===== src/rtl/ex_muldiv.sv =====
// ex_muldiv: RV32/64 execute stage with operand forwarding, a combinational ALU
// and an iterative radix-2 multiply/divide unit that stalls IF/ID/EX.
//
// Ports:
//   clk, reset              rising-edge clock, asynchronous active-high reset
//   valid_ex, Flush_ex      EX holds a real instruction / kill it
//   ALUCode_ex              ALU operation (0 add .. 10 passB)
//   IsMD_ex, MDOp_ex        M-extension instruction and its funct3
//   ALUSrcA_ex, ALUSrcB_ex  operand selects (A: rs1/PC, B: rs2/imm/4/0)
//   Imm_ex, PC_ex           immediate and instruction PC
//   rsNAddr_ex, rsNData_ex  source register numbers and register file data
//   ALUResult_mem, RegWriteData_wb, rdAddr_*, RegWrite_*  forwarding sources
//   ALUResult_ex            EX result (MD result while the FSM is in DONE)
//   MemWriteData_ex         forwarded rs2 value for stores
//   ALU_A, ALU_B            ALU operands after muxing
//   Stall_ex                freeze IF/ID/EX while an MD operation runs
//   MDBusy                  MD FSM is in BUSY or DONE
module ex_muldiv #(
    parameter int XLEN  = 32,
    parameter bit MD_EN = 1'b1
) (
    input  logic            clk,
    input  logic            reset,
    input  logic            valid_ex,
    input  logic            Flush_ex,
    input  logic [3:0]      ALUCode_ex,
    input  logic            IsMD_ex,
    input  logic [2:0]      MDOp_ex,
    input  logic            ALUSrcA_ex,
    input  logic [1:0]      ALUSrcB_ex,
    input  logic [XLEN-1:0] Imm_ex,
    input  logic [XLEN-1:0] PC_ex,
    input  logic [4:0]      rs1Addr_ex,
    input  logic [4:0]      rs2Addr_ex,
    input  logic [XLEN-1:0] rs1Data_ex,
    input  logic [XLEN-1:0] rs2Data_ex,
    input  logic [XLEN-1:0] ALUResult_mem,
    input  logic [XLEN-1:0] RegWriteData_wb,
    input  logic [4:0]      rdAddr_mem,
    input  logic [4:0]      rdAddr_wb,
    input  logic            RegWrite_mem,
    input  logic            RegWrite_wb,
    output logic [XLEN-1:0] ALUResult_ex,
    output logic [XLEN-1:0] MemWriteData_ex,
    output logic [XLEN-1:0] ALU_A,
    output logic [XLEN-1:0] ALU_B,
    output logic            Stall_ex,
    output logic            MDBusy
);

    localparam int SW = (XLEN == 64) ? 6 : 5;
    localparam int CW = $clog2(XLEN + 1);

    typedef enum logic [1:0] {
        S_IDLE = 2'd0,
        S_BUSY = 2'd1,
        S_DONE = 2'd2
    } state_t;

    state_t state_q, state_d;

    logic [XLEN-1:0] rs1_fwd, rs2_fwd;
    logic [3:0]      alu_code;
    logic [SW-1:0]   shamt;
    logic [XLEN-1:0] alu_res;

    logic            md_start;
    logic            a_sgn, b_sgn, a_neg, b_neg;
    logic [XLEN-1:0] a_mag, b_mag;

    logic [2:0]      op_q;
    logic            qneg_q, rneg_q, divz_q;
    logic [XLEN-1:0] hi_q, lo_q, b_q;
    logic [XLEN-1:0] hi_d, lo_d;
    logic [CW-1:0]   cnt_q;

    logic [XLEN:0]     mul_sum, div_shl, div_trial;
    logic [2*XLEN-1:0] prod, prod_fix;
    logic [XLEN-1:0]   quot, rem, md_res;

    // Forwarding: MEM beats WB, x0 is never forwarded
    always_comb begin
        if (RegWrite_mem && rdAddr_mem != 5'd0 && rdAddr_mem == rs1Addr_ex)
            rs1_fwd = ALUResult_mem;
        else if (RegWrite_wb && rdAddr_wb != 5'd0 && rdAddr_wb == rs1Addr_ex)
            rs1_fwd = RegWriteData_wb;
        else
            rs1_fwd = rs1Data_ex;
    end

    always_comb begin
        if (RegWrite_mem && rdAddr_mem != 5'd0 && rdAddr_mem == rs2Addr_ex)
            rs2_fwd = ALUResult_mem;
        else if (RegWrite_wb && rdAddr_wb != 5'd0 && rdAddr_wb == rs2Addr_ex)
            rs2_fwd = RegWriteData_wb;
        else
            rs2_fwd = rs2Data_ex;
    end

    assign MemWriteData_ex = rs2_fwd;
    assign ALU_A = ALUSrcA_ex ? PC_ex : rs1_fwd;

    always_comb begin
        unique case (ALUSrcB_ex)
            2'd0:    ALU_B = rs2_fwd;
            2'd1:    ALU_B = Imm_ex;
            2'd2:    ALU_B = XLEN'(4);
            default: ALU_B = '0;
        endcase
    end

    // Without the MD unit an M instruction degrades to a plain add
    assign alu_code = (!MD_EN && IsMD_ex) ? 4'd0 : ALUCode_ex;
    assign shamt    = ALU_B[SW-1:0];

    always_comb begin
        unique case (alu_code)
            4'd0:    alu_res = ALU_A + ALU_B;
            4'd1:    alu_res = ALU_A - ALU_B;
            4'd2:    alu_res = ALU_A << shamt;
            4'd3:    alu_res = {{(XLEN-1){1'b0}}, $signed(ALU_A) < $signed(ALU_B)};
            4'd4:    alu_res = {{(XLEN-1){1'b0}}, ALU_A < ALU_B};
            4'd5:    alu_res = ALU_A ^ ALU_B;
            4'd6:    alu_res = ALU_A >> shamt;
            4'd7:    alu_res = $signed(ALU_A) >>> shamt;
            4'd8:    alu_res = ALU_A | ALU_B;
            4'd9:    alu_res = ALU_A & ALU_B;
            4'd10:   alu_res = ALU_B;
            default: alu_res = '0;
        endcase
    end

    // Operand signedness per funct3; the core works on magnitudes
    always_comb begin
        unique case (MDOp_ex)
            3'd0, 3'd1, 3'd4, 3'd6: begin a_sgn = 1'b1; b_sgn = 1'b1; end
            3'd2:                   begin a_sgn = 1'b1; b_sgn = 1'b0; end
            default:                begin a_sgn = 1'b0; b_sgn = 1'b0; end
        endcase
    end

    assign a_neg = a_sgn & rs1_fwd[XLEN-1];
    assign b_neg = b_sgn & rs2_fwd[XLEN-1];
    assign a_mag = a_neg ? -rs1_fwd : rs1_fwd;
    assign b_mag = b_neg ? -rs2_fwd : rs2_fwd;

    assign md_start = MD_EN && state_q == S_IDLE && valid_ex && IsMD_ex && !Flush_ex;

    // One iteration: multiply shifts the product right through {hi,lo};
    // divide shifts the dividend out of lo into the partial remainder hi
    always_comb begin
        mul_sum   = {1'b0, hi_q} + (lo_q[0] ? {1'b0, b_q} : {(XLEN+1){1'b0}});
        div_shl   = {hi_q, lo_q[XLEN-1]};
        div_trial = div_shl - {1'b0, b_q};
        if (op_q[2]) begin
            if (!div_trial[XLEN]) begin
                hi_d = div_trial[XLEN-1:0];
                lo_d = {lo_q[XLEN-2:0], 1'b1};
            end else begin
                hi_d = div_shl[XLEN-1:0];
                lo_d = {lo_q[XLEN-2:0], 1'b0};
            end
        end else begin
            hi_d = mul_sum[XLEN:1];
            lo_d = {mul_sum[0], lo_q[XLEN-1:1]};
        end
    end

    always_ff @(posedge clk or posedge reset) begin
        if (reset) begin
            op_q   <= '0;
            qneg_q <= 1'b0;
            rneg_q <= 1'b0;
            divz_q <= 1'b0;
            hi_q   <= '0;
            lo_q   <= '0;
            b_q    <= '0;
            cnt_q  <= '0;
        end else if (md_start) begin
            op_q   <= MDOp_ex;
            qneg_q <= a_neg ^ b_neg;
            rneg_q <= a_neg;
            divz_q <= (rs2_fwd == '0);
            hi_q   <= '0;
            lo_q   <= a_mag;
            b_q    <= b_mag;
            cnt_q  <= CW'(XLEN);
        end else if (state_q == S_BUSY) begin
            hi_q  <= hi_d;
            lo_q  <= lo_d;
            cnt_q <= cnt_q - CW'(1);
        end
    end

    // Sign correction; a zero divisor forces an all-ones quotient while the
    // remainder naturally comes out equal to the dividend
    always_comb begin
        prod     = {hi_q, lo_q};
        prod_fix = qneg_q ? -prod : prod;
        quot     = divz_q ? '1 : (qneg_q ? -lo_q : lo_q);
        rem      = rneg_q ? -hi_q : hi_q;
        unique case (op_q)
            3'd0:             md_res = prod_fix[XLEN-1:0];
            3'd1, 3'd2, 3'd3: md_res = prod_fix[2*XLEN-1:XLEN];
            3'd4, 3'd5:       md_res = quot;
            default:          md_res = rem;
        endcase
    end

    always_ff @(posedge clk or posedge reset) begin
        if (reset) state_q <= S_IDLE;
        else       state_q <= state_d;
    end

    always_comb begin
        state_d = state_q;
        if (Flush_ex) begin
            state_d = S_IDLE;
        end else begin
            unique case (state_q)
                S_IDLE:  if (md_start) state_d = S_BUSY;
                S_BUSY:  if (cnt_q == CW'(1)) state_d = S_DONE;
                S_DONE:  state_d = S_IDLE;
                default: state_d = S_IDLE;
            endcase
        end
    end

    always_comb begin
        Stall_ex     = !reset && !Flush_ex && (md_start || state_q == S_BUSY);
        MDBusy       = (state_q != S_IDLE);
        ALUResult_ex = (state_q == S_DONE && !Flush_ex) ? md_res : alu_res;
    end

endmodule


===== config.mk =====
export PLATFORM = sky130hd
export DESIGN_NAME = ex_muldiv
export DESIGN_NICKNAME = d
export VERILOG_FILES = /design/src/rtl/ex_muldiv.sv
export SDC_FILE = /design/constraint.sdc
export NUM_CORES = 1
export LEC_CHECK = 0
export CAP_MARGIN = 20
export CORE_MARGIN = 5
export CORE_UTILIZATION = 52
export CTS_CLUSTER_DIAMETER = 30
export DETAILED_ROUTE_END_ITERATION = 8
export PLACE_DENSITY = 0.89
export RECOVER_POWER = 100
export SLEW_MARGIN = 30
export SYNTH_ARGS = -nofsm -noshare
export SYNTH_HDL_FRONTEND = slang
export SYNTH_SLANG_ARGS = --single-unit

===== constraint.sdc =====
create_clock -name clk -period 6.46 [get_ports clk]
set_input_delay 0.646 -clock clk [delete_from_list [all_inputs] [get_ports clk]]
set_output_delay 0.646 -clock clk [all_outputs]
set_load 0.03 [all_outputs]

==> results of run 1 <==
-- metrics by stage --
step	utilization (%)	setup slack, ps	hold slack, ps
2_1_floorplan	-	5.612	449.8
3_3_place_gp	68.23	-399.8	461.3
3_5_place_dp	68.24	-510.7	472.3
4_1_cts	70.03	-13.91	488.5
-- cells by family after synthesis --
group                      synth area share (%)
buffers and inverters                     6.869
muxes                                     11.89
and+or+nand+nor                           20.48
adders and majority gates                 9.162
AOI/OAI and AO/OA                         31.34
xor gates and xnor gates                  8.893
DFF                                       11.36
-- cells in the mapped netlist (all sizes together), types with 21 or more instances --
library cell  count
a211oi           46
a21o             44
a21oi           218
a221oi           38
a22oi            52
a31oi            64
and2             28
and3             35
buf              75
clkbuf          170
dfrtp           110
ha              171
inv             165
mux2             26
mux2i           249
nand2           287
nand2b           29
nand3            85
nor2            279
nor2b            27
nor3            126
nor4             35
o211ai           59
o21a             21
o21ai           308
o21bai           24
o221ai           40
o22ai            28
o31ai            27
or2              27
or3              25
xnor2           132
xor2            114
-- repair_timing --
action                                 CTS
setup endpoints to repair               21
endpoints found under the hold margin    0
resized for setup                       78
cloned                                   2
setup buffers                           25
pin swaps                               28
-- routing by layer --
layer / track usage [%] / overflow
met5: 64.52 / 6
met4: 74.11 / 110
met3: 76.75 / 52
met2: 87.06 / 135
met1: 77.80 / 40
==> key figures, run 1 <==
Status
  – Outcome: did not finish
  – Last stage: global routing
  – Stop Error: [ERROR GRT-0232] Routing congestion too high. Check the congestion heatmap in the GUI.

Yosys
  – Yosys warns: 0
  – Seq/Total Area, Yosys: between 10 and 15%
  – Mean Syn Cell Area: approximately 7 um^2
  – Post-synth EDFFs: 0
  – Yosys top cell by area: dfrtp_1
  – Mapped Cells: 3400
  – Async SR Flop Fraction: between 90% and 100%
  – Largest cells by area after synthesis: dfrtp_1 (11%), mux2i_1 (9.7%), ha_1 (8.8%)
  – Mapped Area: between 20000 and 25000 um^2
  – Synth Flop Type: dfrtp_1
  – Number of distinct library cells after synthesis: 100
  – Synth top area share: around 11%
  – Yosys reg bits: 110
  – Syn Nets: 3804

Global route
  – GRT Util Overall: slightly below 80%
  – Largest net degree at the start of global routing: 98
  – Grt ovf: 343

Place
  – Placed insts: 4590
  – Port Buf Inserts: between 300 and 400
  – Placed cell areas: 31640 um^2
  – Dpl hpwl: about 99000 um
  – RD Place Congestion: 1.384

Die
  – Ports: 359
  – Die extent in x: between 200 and 250 um
  – Initial Util: 52.26%
  – Row count: about 80
  – Die Y: between 200 and 250 um

Clocking
  – Clock sink count: 110
  – Hold Buf Count CTS: 0
  – Clock Path Buffers: 2
  – CTS Root Cell: clkbuf_16
  – H-tree depth: 3
  – CTS Buf Count: 9

STA
  – Worst EP Category: output port
  – Crit. endpoint post-GRT repair: ALUResult_ex[31]
==> run 2: changes to the inputs <==
--- a/config.mk
+++ b/config.mk
@@ -7,10 +7,9 @@
 export LEC_CHECK = 0
 export CAP_MARGIN = 20
 export CORE_MARGIN = 5
-export CORE_UTILIZATION = 52
-export CTS_CLUSTER_DIAMETER = 30
+export CORE_UTILIZATION = 40
 export DETAILED_ROUTE_END_ITERATION = 8
-export PLACE_DENSITY = 0.89
+export PLACE_DENSITY_LB_ADDON = 0.15
 export RECOVER_POWER = 100
 export SLEW_MARGIN = 30
 export SYNTH_ARGS = -nofsm -noshare
==> constraint.sdc (replaced) <==
create_clock -name clk -period 8.4 [get_ports clk]
set_input_delay 0.84 -clock clk [delete_from_list [all_inputs] [get_ports clk]]
set_output_delay 0.84 -clock clk [all_outputs]
set_load 0.03 [all_outputs]
==> key figures, run 2 <==
Yosys
  – Mapped Area: approximately 24000 um^2
  – Synth Flop Type: dfrtp_1
  – Cell with the most instances after synthesis: o21ai_0
  – Yosys warns: 0
  – Main combinational cell family by area after synthesis: compound AO/OA/AOI/OAI gates
  – Largest cells by area after synthesis: dfrtp_1 (11%), mux2i_1 (9.7%), ha_1 (8.8%)
  – Post-synth EDFFs: 0
  – Synth top area share: 11.36%
  – Mean Syn Cell Area: between 7 and 8 um^2
  – Compound-gate portion of the synthesized area: between 30% and 40%
  – Number of distinct library cells after synthesis: 100
  – Mapped Cells: 3400
  – Synth Area in XOR/XNOR: around 8.9%
  – Adder-cell share of the synthesized area: under 10%
  – Yosys reg bits: between 100 and 150
  – Seq/Total Area, Yosys: 11.36%
  – Syn Nets: around 3800
  – Async SR Flop Fraction: between 90% and 100%
  – Post-synth top cells: o21ai_0 (290), nand2_1 (286), nor2_1 (278)
  – Yosys top cell by area: dfrtp_1
  – Post-synthesis mux area share: between 10% and 20%
  – Synth Area in Simple Gates: around 20%

Power and ir drop
  – Switching share of power: ~56%
  – Combinational power share: 73.5%
  – Flop pwr share: a little under a fifth
  – Int Pwr: between 2 and 3 mW
  – Max IR drop VDD: about 160 uV
  – Lkg Pwr: approximately 12 nW
  – Power share of the clock group: ~7.9%
  – Net Sw Power: between 3 and 4 mW
  – Power Dens Cells: a little over 200 nW/um^2

Die
  – Ports: approximately 360
  – Die Y: between 200 and 300 um
  – Die extent in x: roughly 260 um
  – Core Area: roughly 60000 um^2
  – Die area: 65590 um^2
  – Row count: 90
  – Initial Util: 40.29%

Routing
  – DR pass1 iterations: 7
  – WL per Instance: 30.51 um
  – Vias: about 29000
  – Vias per std cell: 6.596
  – DRC: 0
  – Final wirelength: 136400 um
  – Antenna Nets Post-Route: 0
  – Initial DRC count: between 4000 and 5000

Global route
  – Antenna violations before repair: 4
  – Grt ovf: 0
  – Largest net degree at the start of global routing: 93
  – GRT Util Overall: 38.93%
  – Global-route wire length before repair: 193200 um
  – Vias in the first global route: 27300

Place
  – Port Buf Inserts: 358
  – RD Place Congestion: approximately 1.1
  – Placed insts: approximately 4400
  – Dpl hpwl: ~110000 um
  – Placed cell areas: between 20000 and 30000 um^2

Clocking
  – Clock Path Buffers: 2
  – Clock sink count: 110
  – TritonCTS clock tree: done
  – Clock Pin Slew Worst Setup and Hold Paths: around 90 ps
  – H-tree depth: 3
  – Worst-Skew Late Latency: around 400 ps
  – Postcts setup bufs: 0
  – CTS Root Cell: clkbuf_16
  – CTS Buf Count: 9

STA
  – Slew @ Worst Pin: between 3000 and 4000 ps
  – TNS Setup: 0 ps
  – Hold Violations, Final: 0
  – RSZ-0062 raised after global routing: false
  – Final setup viols: 0
  – Pins over their slew limit: 230
  – Fin crit share: between 90% and 100%
  – Slew headroom: -144.0%
  – Fin crit period: 8313 ps
  – Max frequency: ~120 MHz
  – Clock skew: about 17 ps

Hold path
  – Hold EP: b_q[4]$_DFFE_PP0P_
  – Hold Path Origin: b_q[4]$_DFFE_PP0P_
  – WHS Path Cells: 2
  – HP Class: reg -> reg

Flow run
  – Max-Cap Viols: 4

Setup path
  – Worst setup SP type: primary input
  – FF-to-FF End: hi_q[1]$_DFFE_PP0P_
  – Reg2reg setup slack: around 1400 ps
  – CP arrival: about 7500 ps
  – CP Capture Type: output port
  – Worst R2R Start: lo_q[31]$_DFFE_PP0P_
  – Worst r2r path cells: 16
  – CP Max Fanout: 13
  – Required time worst endpoint: between 7000 and 8000 ps
  – Worst Setup Path Type: in -> out

Final layout
  – Nets@finish: between 4000 and 5000
  – Regs by FF count: b_q: 32 flops, hi_q: 32 flops, lo_q: 32 flops
  – Final Instance Area: about 29000 um^2
  – Finished Layout Cells: approximately 4500
  – Syn-to-layout area delta: 20.61%
  – Layout cells sized above 1: 7.684%
  – Commonest non-fill, non-tap cell in the layout: o21ai_0
  – Most frequent cells in the layout: o21ai_0 (294), nand2_1 (285), nor2_1 (276)

Status
  – Outcome: finished with violations
  – Failing checks: capacitance limit, slew limit
-- run 2: cell counts after synthesis --
No cell type changed its count.
-- run 2: per-stage QoR --
step,worst slack [ps],power (mW),utilization [%],hold slack [ps]
2_1_floorplan,604.8,4.028,-,449.8
3_3_place_gp,272.9,5.484,48.52,462.9
3_5_place_dp,181.0,5.481,48.53,470.3
4_1_cts,186.5,5.988,49.07,490.1
5_1_grt,11.01,6.452,48.57,508.0
6_report,87.00,6.067,48.59,485.9
-- run 2: area by class of cell --
| class | instances | area [um^2] |
|---|---|---|
| diodes | 4 | 10.01 |
| clock buffers | 9 | 225.2 |
| clock inverters | 7 | 101.3 |
| fillers | 6235 | 30910 |
| inverters | 166 | 624.3 |
| multi-input cells | 2879 | 19870 |
| flip-flops and latches | 110 | 2755 |
| well taps | 782 | 978.4 |
| repair buffers | 512 | 4659 |
-- run 2: what timing repair did --
| action | in CTS | in global routing |
|---|---|---|
| resized for setup | 0 | 2 |
| setup endpoints to repair | 0 | 2 |
| hold buffers | 0 | 0 |
-- run 2: critical path, cell delays in order --
cell             delay, ps
clkdlybuf4s50_1        470
or4_4                  580
o2111ai_4              320
or2_2                  330
buf_4                  270
a31oi_1                320
mux2i_1                790
inv_1                  200
ha_1                   320
buf_4                  190
a2111oi_0              380
a2111oi_0              120
o21ai_0                250
o311ai_2               200
a221o_1                440
and3_1                 170
or3_1                  360
a2111oi_0              420
o21ai_1                170
dlymetal6s2s_1         280
-- run 2: logic make-up after synthesis --
| family | after synthesis |
|---|---|
| AO/OA/AOI/OAI | 1139 |
| AND/OR/NAND/NOR | 1043 |
| buffers and inverters | 411 |
| multiplexers | 276 |
| XOR/XNOR | 246 |
| adder cells (fa/ha/maj) | 175 |
| flip-flops | 110 |
-- run 2: how the worst max path moves through the flow --
stage	start	end	slack [ps]
4_1_cts	rdAddr_mem[1]	ALUResult_ex[17]	190
6_report	rdAddr_mem[1]	ALUResult_ex[31]	90
5_1_grt	rdAddr_mem[1]	ALUResult_ex[24]	10
3_3_place_gp	rdAddr_mem[1]	ALUResult_ex[17]	270
3_5_place_dp	rdAddr_mem[1]	ALUResult_ex[17]	180
2_1_floorplan	rdAddr_mem[1]	ALUResult_ex[25]	600
-- run 2: metal layers --
| metal | part of all wire, % | GRT usage, % | vias to the layer above |
|---|---|---|---|
| li1 | - | - | 13209 |
| met1 | 40 | 51.17 | 14003 |
| met2 | 40 | 54.92 | 1876 |
| met3 | 12 | 12.18 | 387 |
| met4 | 8.2 | 24.80 | 2 |
| met5 | 0.015 | 0 | - |
-- run 2: power by group through the flow --
stage	Clock (mW)	Sequential [mW]	Combinational [mW]
floorplan	0	0.862	3.17
global placement	0	1.12	4.37
detailed placement	0	1.12	4.36
CTS	0.487	1.11	4.39
global route	0.510	1.15	4.79
finish	0.480	1.13	4.46
Note: power is estimated with default switching activity, not from simulation.
